File: src/rtl/shaft_sensor_emulator.sv
// Elevator shaft emulator: car position, floor sensors, overtravel flag.
// Optional SHAFT_INERTIA_EN: motion commands must settle before acting.
module shaft_sensor_emulator #(
    parameter int TICKS_PER_FLOOR = 25000,
    parameter int ZONE_TICKS      = 2500,
    parameter int RESET_FLOOR     = 0,
    parameter int START_DELAY     = 1000
) (
    input  logic       CCLK,
    input  logic       rst,
    input  logic [1:0] motor,
    output logic       s4,
    output logic       s3,
    output logic       s2,
    output logic       s1,
    output logic [1:0] floor,
    output logic       moving,
    output logic       limit_fault
);

    localparam int SW = (TICKS_PER_FLOOR > 2) ?
                        $clog2(TICKS_PER_FLOOR) : 1;

    localparam logic [SW-1:0] SUB_TOP = SW'(TICKS_PER_FLOOR - 1);
    localparam logic [SW-1:0] ZONE_LO = SW'(ZONE_TICKS);
    localparam logic [SW-1:0] ZONE_HI =
        SW'(TICKS_PER_FLOOR - ZONE_TICKS);

    localparam logic [1:0] CMD_UP   = 2'b01;
    localparam logic [1:0] CMD_DOWN = 2'b10;

    typedef enum logic [1:0] {
        IDLE,
        UP,
        DOWN,
        LIMIT
    } state_t;

    state_t        state_q;
    state_t        state_d;
    logic [SW-1:0] sub_cnt;
    logic [1:0]    cmd;
    logic          step_up;
    logic          step_dn;
    logic          fault_set;
    logic          at_top;
    logic          at_bot;
    logic [3:0]    sens;

`ifdef SHAFT_INERTIA_EN
    localparam int CW = (START_DELAY > 1) ?
                        $clog2(START_DELAY + 1) : 1;
    localparam logic [CW-1:0] CNT_MAX = CW'(START_DELAY);

    logic [1:0]    motor_q;
    logic [CW-1:0] stable_cnt;
    logic          go;

    assign go = motor[0] ^ motor[1];

    // Count consecutive cycles the same run command has been held.
    always_ff @(posedge CCLK or posedge rst) begin
        if (rst) begin
            motor_q    <= 2'b00;
            stable_cnt <= '0;
        end else begin
            motor_q <= motor;
            if (!go) begin
                stable_cnt <= '0;
            end else if (motor != motor_q) begin
                stable_cnt <= CW'(1);
            end else if (stable_cnt != CNT_MAX) begin
                stable_cnt <= stable_cnt + CW'(1);
            end
        end
    end

    // Run commands only once settled; stop/brake passes straight through.
    always_comb begin
        cmd = 2'b00;
        if (go && motor == motor_q && stable_cnt == CNT_MAX) begin
            cmd = motor;
        end
    end
`else
    logic unused_delay;

    assign unused_delay = (START_DELAY != 0);

    // Without inertia the command acts on the very next edge.
    always_comb begin
        cmd = motor;
    end
`endif

    // Floor 3 is only ever occupied at sub_cnt 0, so the floor alone
    // marks the top; the bottom needs both fields.
    assign at_top = (floor == 2'd3);
    assign at_bot = (floor == 2'd0) && (sub_cnt == '0);

    // Next state and one-cycle movement decision from the command.
    always_comb begin
        state_d   = IDLE;
        step_up   = 1'b0;
        step_dn   = 1'b0;
        fault_set = 1'b0;
        unique case (cmd)
            CMD_UP: begin
                if (at_top) begin
                    state_d   = LIMIT;
                    fault_set = (state_q != LIMIT);
                end else begin
                    state_d = UP;
                    step_up = 1'b1;
                end
            end
            CMD_DOWN: begin
                if (at_bot) begin
                    state_d   = LIMIT;
                    fault_set = (state_q != LIMIT);
                end else begin
                    state_d = DOWN;
                    step_dn = 1'b1;
                end
            end
            default: begin
                state_d = IDLE;
            end
        endcase
    end

    // State register, position counter and status flags.
    always_ff @(posedge CCLK or posedge rst) begin
        if (rst) begin
            state_q     <= IDLE;
            floor       <= 2'(RESET_FLOOR);
            sub_cnt     <= '0;
            moving      <= 1'b0;
            limit_fault <= 1'b0;
        end else begin
            state_q <= state_d;
            moving  <= step_up | step_dn;
            if (fault_set) begin
                limit_fault <= 1'b1;
            end
            if (step_up) begin
                if (sub_cnt == SUB_TOP) begin
                    sub_cnt <= '0;
                    floor   <= floor + 2'd1;
                end else begin
                    sub_cnt <= sub_cnt + SW'(1);
                end
            end else if (step_dn) begin
                if (sub_cnt == '0) begin
                    sub_cnt <= SUB_TOP;
                    floor   <= floor - 2'd1;
                end else begin
                    sub_cnt <= sub_cnt - SW'(1);
                end
            end
        end
    end

    // Sensor k sees the car near floor k from above or below.
    always_comb begin
        sens = 4'b0000;
        for (int k = 0; k < 4; k++) begin
            if (floor == 2'(k) && sub_cnt < ZONE_LO) begin
                sens[k] = 1'b1;
            end
            if (k > 0 && floor == 2'(k - 1) && sub_cnt >= ZONE_HI) begin
                sens[k] = 1'b1;
            end
        end
    end

    assign s1 = sens[0];
    assign s2 = sens[1];
    assign s3 = sens[2];
    assign s4 = sens[3];

endmodule

File: config.mk
export PLATFORM = sky130hd
export DESIGN_NAME = shaft_sensor_emulator
export DESIGN_NICKNAME = d
export VERILOG_FILES = /design/src/rtl/shaft_sensor_emulator.sv
export SDC_FILE = /design/constraint.sdc
export NUM_CORES = 1
export LEC_CHECK = 0
export CAP_MARGIN = 20
export CORE_MARGIN = 3
export CORE_UTILIZATION = 54
export DETAILED_ROUTE_END_ITERATION = 6
export GPL_TIMING_DRIVEN = 0
export MAX_ROUTING_LAYER = met4
export PLACE_DENSITY = 0.77
export SLEW_MARGIN = 10
export SYNTH_ARGS = -nofsm -noshare
export SYNTH_HDL_FRONTEND = slang
export SYNTH_SLANG_ARGS = --single-unit
export TNS_END_PERCENT = 50
File: constraint.sdc
create_clock -name CCLK -period 1.9 [get_ports CCLK]
set_input_delay 0.285 -clock CCLK [delete_from_list [all_inputs] [get_ports CCLK]]
set_output_delay 0.285 -clock CCLK [all_outputs]
set_load 0.1 [all_outputs]
# After elaboration in Yosys (flattened, before gate mapping)
# Index checks and enable logic that the tools add are counted.
# word_totals
inputBits	4
ff_bits	21
output_inout_bits	8
# op_classes
n_reduce_logical	13
add_sub_neg	4
n_eq_ne	8
magnitude_cmp	2
bitwise_logic	1
muxes	25
# op_table
op	count
15-bit two-way mux	4
15-bit by 1-bit adder with 15-bit output, second input constant	1
15-bit equality test, second input constant	1
15-bit >= comparator, second input constant	1
15-bit zero test	1
15-bit by 12-bit < comparator with 1-bit output, second input constant	1
15-bit by 1-bit subtractor with 15-bit output, second input constant	1
1-bit two-way mux	14
2-bit two-way mux	5
1-bit logical AND	8
2-bit equality test, second input constant	3
2-bit by 1-bit equality test with 1-bit output, second input constant	2
2-bit one-hot mux with 2 select lines	1
2-bit nonzero test	2
3-bit AND reduction	1
2-bit by 1-bit adder with 2-bit output, second input constant	1
2-bit zero test	1
2-bit by 1-bit != test with 1-bit output, second input constant	1
2-bit != test, second input constant	1
1-bit one-hot mux with 2 select lines	1
2-bit by 1-bit subtractor with 2-bit output, second input constant	1
1-bit bitwise OR	1

# Depth between registers and ports, before layout
# Gate-level depths: netlist (run 1).
# logic_depth
depth_word	6
ltp_mapped	9
ltp_nobuf	7

# Worst setup path before layout (run 1)
# Ideal clock, no wire load.
# synth_timing
kind	register to register
from	register floor[1]
to	register sub_cnt[7]
required_ns	1.805
period_less_slack_ns	2.455
path_stages_with_launch	9
setup_slack_ns	-0.555
t_arrival_ns	2.360
n_path_buf	2
path_cell_list	dfrtp_1 ha_1 nand2b_1 clkbuf_1 nand2_1 o32ai_4 buf_2 o21ai_0 o31ai_1
# synth_between
elab_chain_len	5
elab_cells_between_ends	9
# synth_lines
element	line_no	rtl
start: declaration	16	output logic [1:0] floor,
start signal: assignment	136	floor <= 2'(RESET_FLOOR);
start signal: assignment	149	floor <= floor + 2'd1;
start signal: assignment	156	floor <= floor - 2'd1;
2-bit zero test	99	assign at_bot = (floor == 2'd0) && (sub_cnt == '0);
1-bit logical AND	99	
1-bit two-way mux	118	if (at_bot) begin
1-bit two-way mux	107	unique case (cmd)
2-bit nonzero test (no source line)	--	
end signal: assignment	151	sub_cnt <= sub_cnt + SW'(1);
end signal: assignment	158	sub_cnt <= sub_cnt - SW'(1);
end: declaration	41	logic [SW-1:0] sub_cnt;
# Parallel ways exist; a longest one is shown, timed or not.
# A chain may end at the register's enable or synchronous reset.

# Final worst setup path (run 1)
# layout_timing
from	register sub_cnt[9]
to	register sub_cnt[9]
# layout_between
elab_chain_len	5
elab_cells_between_ends	12
# layout_lines
element
branches (longest 5 deep; another with 15-bit by 1-bit subtractor with 15-bit output)
# Several ways; the timed one is not identified. The select of a mux whose other input is x is not followed.

==> results_dict.tcl, run 1 <==
set metrics [dict create \
    num_io_pins 12 \
    synthCells 231 \
    drtIter0Drc 458 \
    synth.area.top_cells "dfrtp_1 (28%), ha_1 (6.0%), nand2_1 (3.4%), nor2_1 (3.4%), a31oi_1 (3.3%)" \
    worstSetupPathType "reg -> reg" \
    numPortBuffers 11 \
    num_rows 20 \
    synth-seq-cells 21 \
    vias 2323 \
    clock_latency_ns 0.32 \
    antenna_cells 0 \
    crit_chain "buf_6 -> or4_4 -> buf_6 -> nor4_4 -> nor2_4 -> buf_6 -> a221oi_2 -> a31oi_1" \
    area_growth_pct 44.7 \
    die-height_um 65.2 \
    grt_max_degree 22 \
    synth_edf_count 0 \
    crit_path_frequent_cell "buf_6" \
    drive_above_1_share_pct 44.1 \
    hold_path_class "in -> async" \
    fin_area_um2 2740 \
    power_w 0.00351 \
    htreeDepth 1 \
    drc 0 \
    dpl.hpwl_um 4090 \
    final_antenna_net_count 0 \
    die-width_um 65.2 \
    crit_end "sub_cnt[9]" \
    ys_seq_area_share_pct 27.8 \
    max_slew.worst_pin.slew_ns 0.975 \
    wl_um 6850 \
    outcome "finished with violations" \
    setup_ws_ns -0.364 \
    grt_pass1_vias 2097 \
    synthArstFlopShare_pct 100 \
    worstPathArrival_ns 2.48 \
    worst_path_max_delay_cell "or4_4" \
    slew_violations 0 \
    wire_per_inst_um 21.7 \
    reg2reg_to "sub_cnt[9]" \
    firstDrtPassIters 5 \
    p_leak_nw 1.06 \
    vdd_drop_max_v 0.000941 \
    final-hold-violation-count 0 \
    tns_ns -5.43 \
    synth_cell_types 57 \
    grt_pass1_wl_um 10800 \
    violations "setup timing" \
    dpl_cell_area_um2 2130 \
    worstRegToRegCells 8 \
    finalCritPeriodShare_pct 119 \
    period_minus_slack_ns 2.26 \
    cp-end-kind "flop" \
    setup_viol 22 \
    slowest_delay_ns 0.56 \
    clock_sinks 21 \
    root_buffer "clkbuf_4" \
    cts_buffers 3 \
    final_nets 286 \
    dieArea_um2 4250 \
    drv_cap 0 \
    rsz0062_at_grt "yes" \
    cts_tree "done" \
    cp-startpoint "sub_cnt[9]" \
    powerDensity_nw_per_um2 1280 \
    n_fill_cell 181 \
    dominantRegCellSynth "dfrtp_1" \
    synth_area_leader_cell "dfrtp_1" \
    worstPathRequired_ns 2.12 \
    relSlewSlack_pct 35.3 \
    max_freq_ghz 0.442 \
    synth_top_area_share_pct 27.8 \
    r2r_start "sub_cnt[9]" \
    synth.avg_cell_area_um2 8.19 \
    cp_max_fo 5 \
    skew_ns 0.00619 \
    grt.total_usage_pct 33.9 \
    netlist_area_um2 1890 \
    final_util_pct 85.5 \
    routed_via_density 7.35 \
    yosysWarningCount 0 \
    initial_core_util_pct 59.1 \
    antenna_found_initial 0 \
    coreArea_um2 3200 \
    grt_overflow 0 \
    place_congestion 0.972 \
    critPathLaunchType "flop" \
    cts_buffer_depth 2 \
    clk_pin_slew_ns 0.13 \
    rrSetupSlack_ns -0.36 \
    syn_nets 244 \
]
==> routing by layer <==
metal / share of wire, % / GRT usage (%) / routed length (µm)
met4: 5.4 / 14.0 / 371
met1: 38 / 44.3 / 2620
met3: 12 / 6.50 / 839
met2: 44 / 51.8 / 3020
met5: 0 / - / 0
==> metrics by stage <==
step,worst slack [ns],instances,hold slack [ns]
finish,-0.364,316,0.412
global placement,-1.17,286,0.458
CTS,-0.255,312,0.443
floorplan,-0.00383,231,0.262
detailed placement,-1.17,286,0.485
global route,-0.396,316,0.475
==> worst max-delay path, delay by kind of cell, from the launching register on <==
kind,cells,cell delay [ns]
AO/OA/AOI/OAI,2,0.34
flip-flops,1,0.45
AND/OR/NAND/NOR,3,0.91
buffers and inverters,3,0.46
==> synthesized netlist by cell type, types with 4 or more instances <==
cell type / instances
ha_1: 9
o21ai_0: 12
nor4_1: 8
inv_1: 11
a21oi_1: 12
clkbuf_1: 10
buf_2: 8
nand3_1: 11
a31oi_1: 10
nor2_1: 17
dfrtp_1: 21
a221oi_1: 5
o31ai_1: 4
nand2_1: 17
nor3_1: 8
==> kinds of logic after synthesis <==
logic type / count (synthesis) / synth area share (%)
AO/OA/AOI/OAI: 77 / 30.0
AND/OR/NAND/NOR: 90 / 27.5
adder cells (fa/ha/maj): 9 / 5.95
flip-flops: 21 / 27.8
XOR/XNOR: 2 / 0.926
buffers and inverters: 32 / 7.87
==> layout make-up <==
cell class | instances | area (µm²) | share of cell area, %
Timing Repair Buffer | 39 | 399 | 14.6
Inverter | 11 | 41.3 | 1.51
Buffer | 19 | 179 | 6.54
Clock inverter | 1 | 5.00 | 0.183
Clock buffer | 3 | 22.5 | 0.823
Sequential cell | 21 | 539 | 19.7
Multi-Input combinational cell | 178 | 1500 | 54.7
Tap cell | 44 | 55.1 | 2.01
==> power by group <==
group / total [W] / internal (W) / switching [W]
sequential: 0.000820 / 0.000597 / 0.000223
clock: 0.000237 / 0.0000790 / 0.000158
combinational: 0.00245 / 0.00104 / 0.00142
total: 0.00351 / 0.00171 / 0.00180
==> worst min path at each step <==
stage | slack (ns) | endpoint | cells after the start | start
finish | 0.41 | sub_cnt[13] | 2 | rst
global route | 0.47 | sub_cnt[14] | 2 | rst
CTS | 0.44 | sub_cnt[13] | 2 | rst
detailed placement | 0.48 | limit_fault | 1 | limit_fault
global placement | 0.46 | limit_fault | 1 | limit_fault
floorplan | 0.26 | floor[0] | 1 | rst
==> state kept, by name (all words and copies together), names as in the netlist <==
signal	cells
moving	1
sub_cnt	15
floor	2
state_q	2
limit_fault	1
==> timing repair <==
item	4_1_cts	5_1_grt
pin swaps	18	14
resized for setup	96	39
gates cloned	2	0
hold endpoints to repair	0	0
hold buffers	0	0
setup buffers	21	5
setup endpoints to repair	28	24
==> cell usage in the layout, fill, tap and decap left out, drive strengths merged, types with 4 or more instances in the layout <==
cell and n:
inv 11, or3 4, nor3 9, a221oi 5, a31oi 10, ha 9, nor2 17, o31ai 5
clkbuf 11, nand2 17, buf 43, a21oi 12, nand3 12, dfrtp 21, o21ai 12, nor4 10
(Power assumes the default switching activity.)
==> run 2: changes to the inputs <==
==> constraint.sdc (replaced) <==
create_clock -name CCLK -period 1.9 [get_ports CCLK]
set_input_delay 0.285 -clock CCLK [delete_from_list [all_inputs] [get_ports CCLK]]
set_output_delay 0.285 -clock CCLK [all_outputs]
set_load 0.01 [all_outputs]
==> run 2 against run 1 <==
The flow still finishes with violations (setup timing). First-iteration DRC count is 38% lower. Critical endpoint is now sub_cnt[11]. Die area unchanged. Clock power about the same. Sequential power down 7.8%. Critical path type unchanged. Global-route usage fell by 1.5 points. Register-to-register slack lost 0.02 ns. Non-clock buffer count is 1 higher. Largest power group unchanged. Cell count rose by 0.32%. Worst setup slack worse by 0.018 ns.
==> results_dict.tcl, run 2 (synthesis results as in run 1) <==
set metrics [dict create \
    outcome "finished with violations" \
    violations "setup timing" \
    grt.total_usage_pct 32.4 \
    drv_cap 0 \
    slew_violations 0 \
    dieArea_um2 4250 \
    critPathLaunchType "flop" \
    cp.depth 7 \
    htreeDepth 1 \
    wl_um 6630 \
    max_freq_ghz 0.438 \
    area_growth_pct 35.1 \
    firstDrtPassIters 7 \
    root_buffer "clkbuf_4" \
    grt_max_degree 22 \
    worstRegToRegCells 7 \
    largest_reg_flops 15 \
    initial_core_util_pct 59.1 \
    cp_top_family "simple AND/OR/NAND/NOR gates" \
    slowest_delay_ns 0.54 \
    worstPathArrival_ns 2.49 \
    wire_per_inst_um 20.9 \
    finalCritPeriodShare_pct 120 \
    combinationalPowerShare_pct 67.1 \
    final-hold-violation-count 0 \
    period_minus_slack_ns 2.28 \
    grt_pass1_vias 2024 \
    crit_path_frequent_cell "buf_4" \
    numPortBuffers 11 \
    p_leak_nw 1.02 \
    cts_buffers 3 \
    drive_above_1_share_pct 38.8 \
    pwr-share-seq_pct 25.1 \
    grt_pass1_wl_um 10200 \
    worst_path_max_delay_cell "or4_4" \
    powerDensity_nw_per_um2 1180 \
    worstSetupPathType "reg -> reg" \
    num_rows 20 \
    relSlewSlack_pct 44.3 \
    num_io_pins 12 \
    routed_via_density 7.04 \
    final_common_cell "buf_4" \
    dpl.hpwl_um 3720 \
    switching_share_pct 47.8 \
    rsz0062_at_grt "yes" \
    p_sw_w 0.00144 \
    hold_path_class "in -> async" \
    largestRegisters "sub_cnt: 15 flops, floor: 2 flops, state_q: 2 flops" \
    drtIter0Drc 286 \
    place_congestion 0.962 \
    rrSetupSlack_ns -0.38 \
    setup_viol 24 \
    p_int_w 0.00157 \
    cp-end-kind "flop" \
    largest_register "sub_cnt" \
    place_ws_ns -0.643 \
    drc 0 \
    clockPowerShare_pct 7.8 \
    skew_ns 0.00920 \
    antenna_cells 0 \
    antenna_found_initial 0 \
    clock_sinks 21 \
    final_cell_mix "buf_4 (30), dfrtp_1 (17), nand2_1 (16)" \
    final_antenna_net_count 0 \
    vias 2233 \
    worstPathRequired_ns 2.11 \
    final_util_pct 79.8 \
    cts_buffer_depth 2 \
    clk_pin_slew_ns 0.14 \
    crit_buf_inv 2 \
    cts_tree "done" \
    cp_max_fo 5 \
    crit_chain "buf_4 -> or4_4 -> o41ai_4 -> buf_4 -> a31oi_4 -> nor4_2 -> a21oi_1" \
    grt_overflow 0 \
    cts_hold_buf 0 \
    final_nets 287 \
    vdd_drop_max_v 0.000728 \
    die-height_um 65.2 \
    die-width_um 65.2 \
    max_slew.worst_pin.slew_ns 0.835 \
    clock_latency_ns 0.32 \
    coreArea_um2 3200 \
    setup_ws_ns -0.382 \
]
## run 2: power by group through the flow
stage / combinational, W / sequential (W) / clock [W]
floorplan: 0.000988 / 0.000719 / 0
global placement: 0.00130 / 0.000752 / 0
detailed placement: 0.00131 / 0.000754 / 0
CTS: 0.00177 / 0.000744 / 0.000236
global route: 0.00215 / 0.000781 / 0.000259
finish: 0.00202 / 0.000756 / 0.000236
## run 2: what timing repair did
item,in CTS,in global routing
endpoints found under the setup margin,24,24
cloned,2,1
resized for setup,80,19
pin swaps,17,23
setup buffers,22,8
## run 2: final cells by class
cell class,instances,area (µm²)
Clock buffer,3,22.5
Inverter,11,41.3
Fill cell,209,647
Clock inverter,1,5.00
Tap cell,44,55.1
Buffer,15,126
Sequential cell,21,531
Timing Repair Buffer,44,358
Multi-Input combinational cell,178,1420
## run 2: worst paths after layout
kind                             start           to
max                         sub_cnt[9]  sub_cnt[11]
min                                rst   sub_cnt[7]
max reg2reg                 sub_cnt[9]  sub_cnt[11]
min reg2reg                limit_fault  limit_fault
max in group asynchronous          rst   sub_cnt[5]
min in group CCLK          limit_fault  limit_fault
## run 2: metrics by stage
step	power, W	setup TNS [ns]	cell area (µm²)	std cells	hold WS (ns)
floorplan	0.00171	0	1890	231	0.262
global placement	0.00205	-11.21	2060	286	0.459
detailed placement	0.00207	-11.94	2060	286	0.465
CTS	0.00275	-2.43	2440	310	0.443
global route	0.00319	-7.36	2560	317	0.463
finish	0.00301	-5.73	2560	317	0.412
## run 2: routing by layer
layer	track usage, %	vias to the layer above	wire length [µm]
met3	7.01	70	707
met2	47.9	182	2830
met4	16.8	0	507
met5	-	-	0
li1	-	968	-
met1	41.6	1013	2590
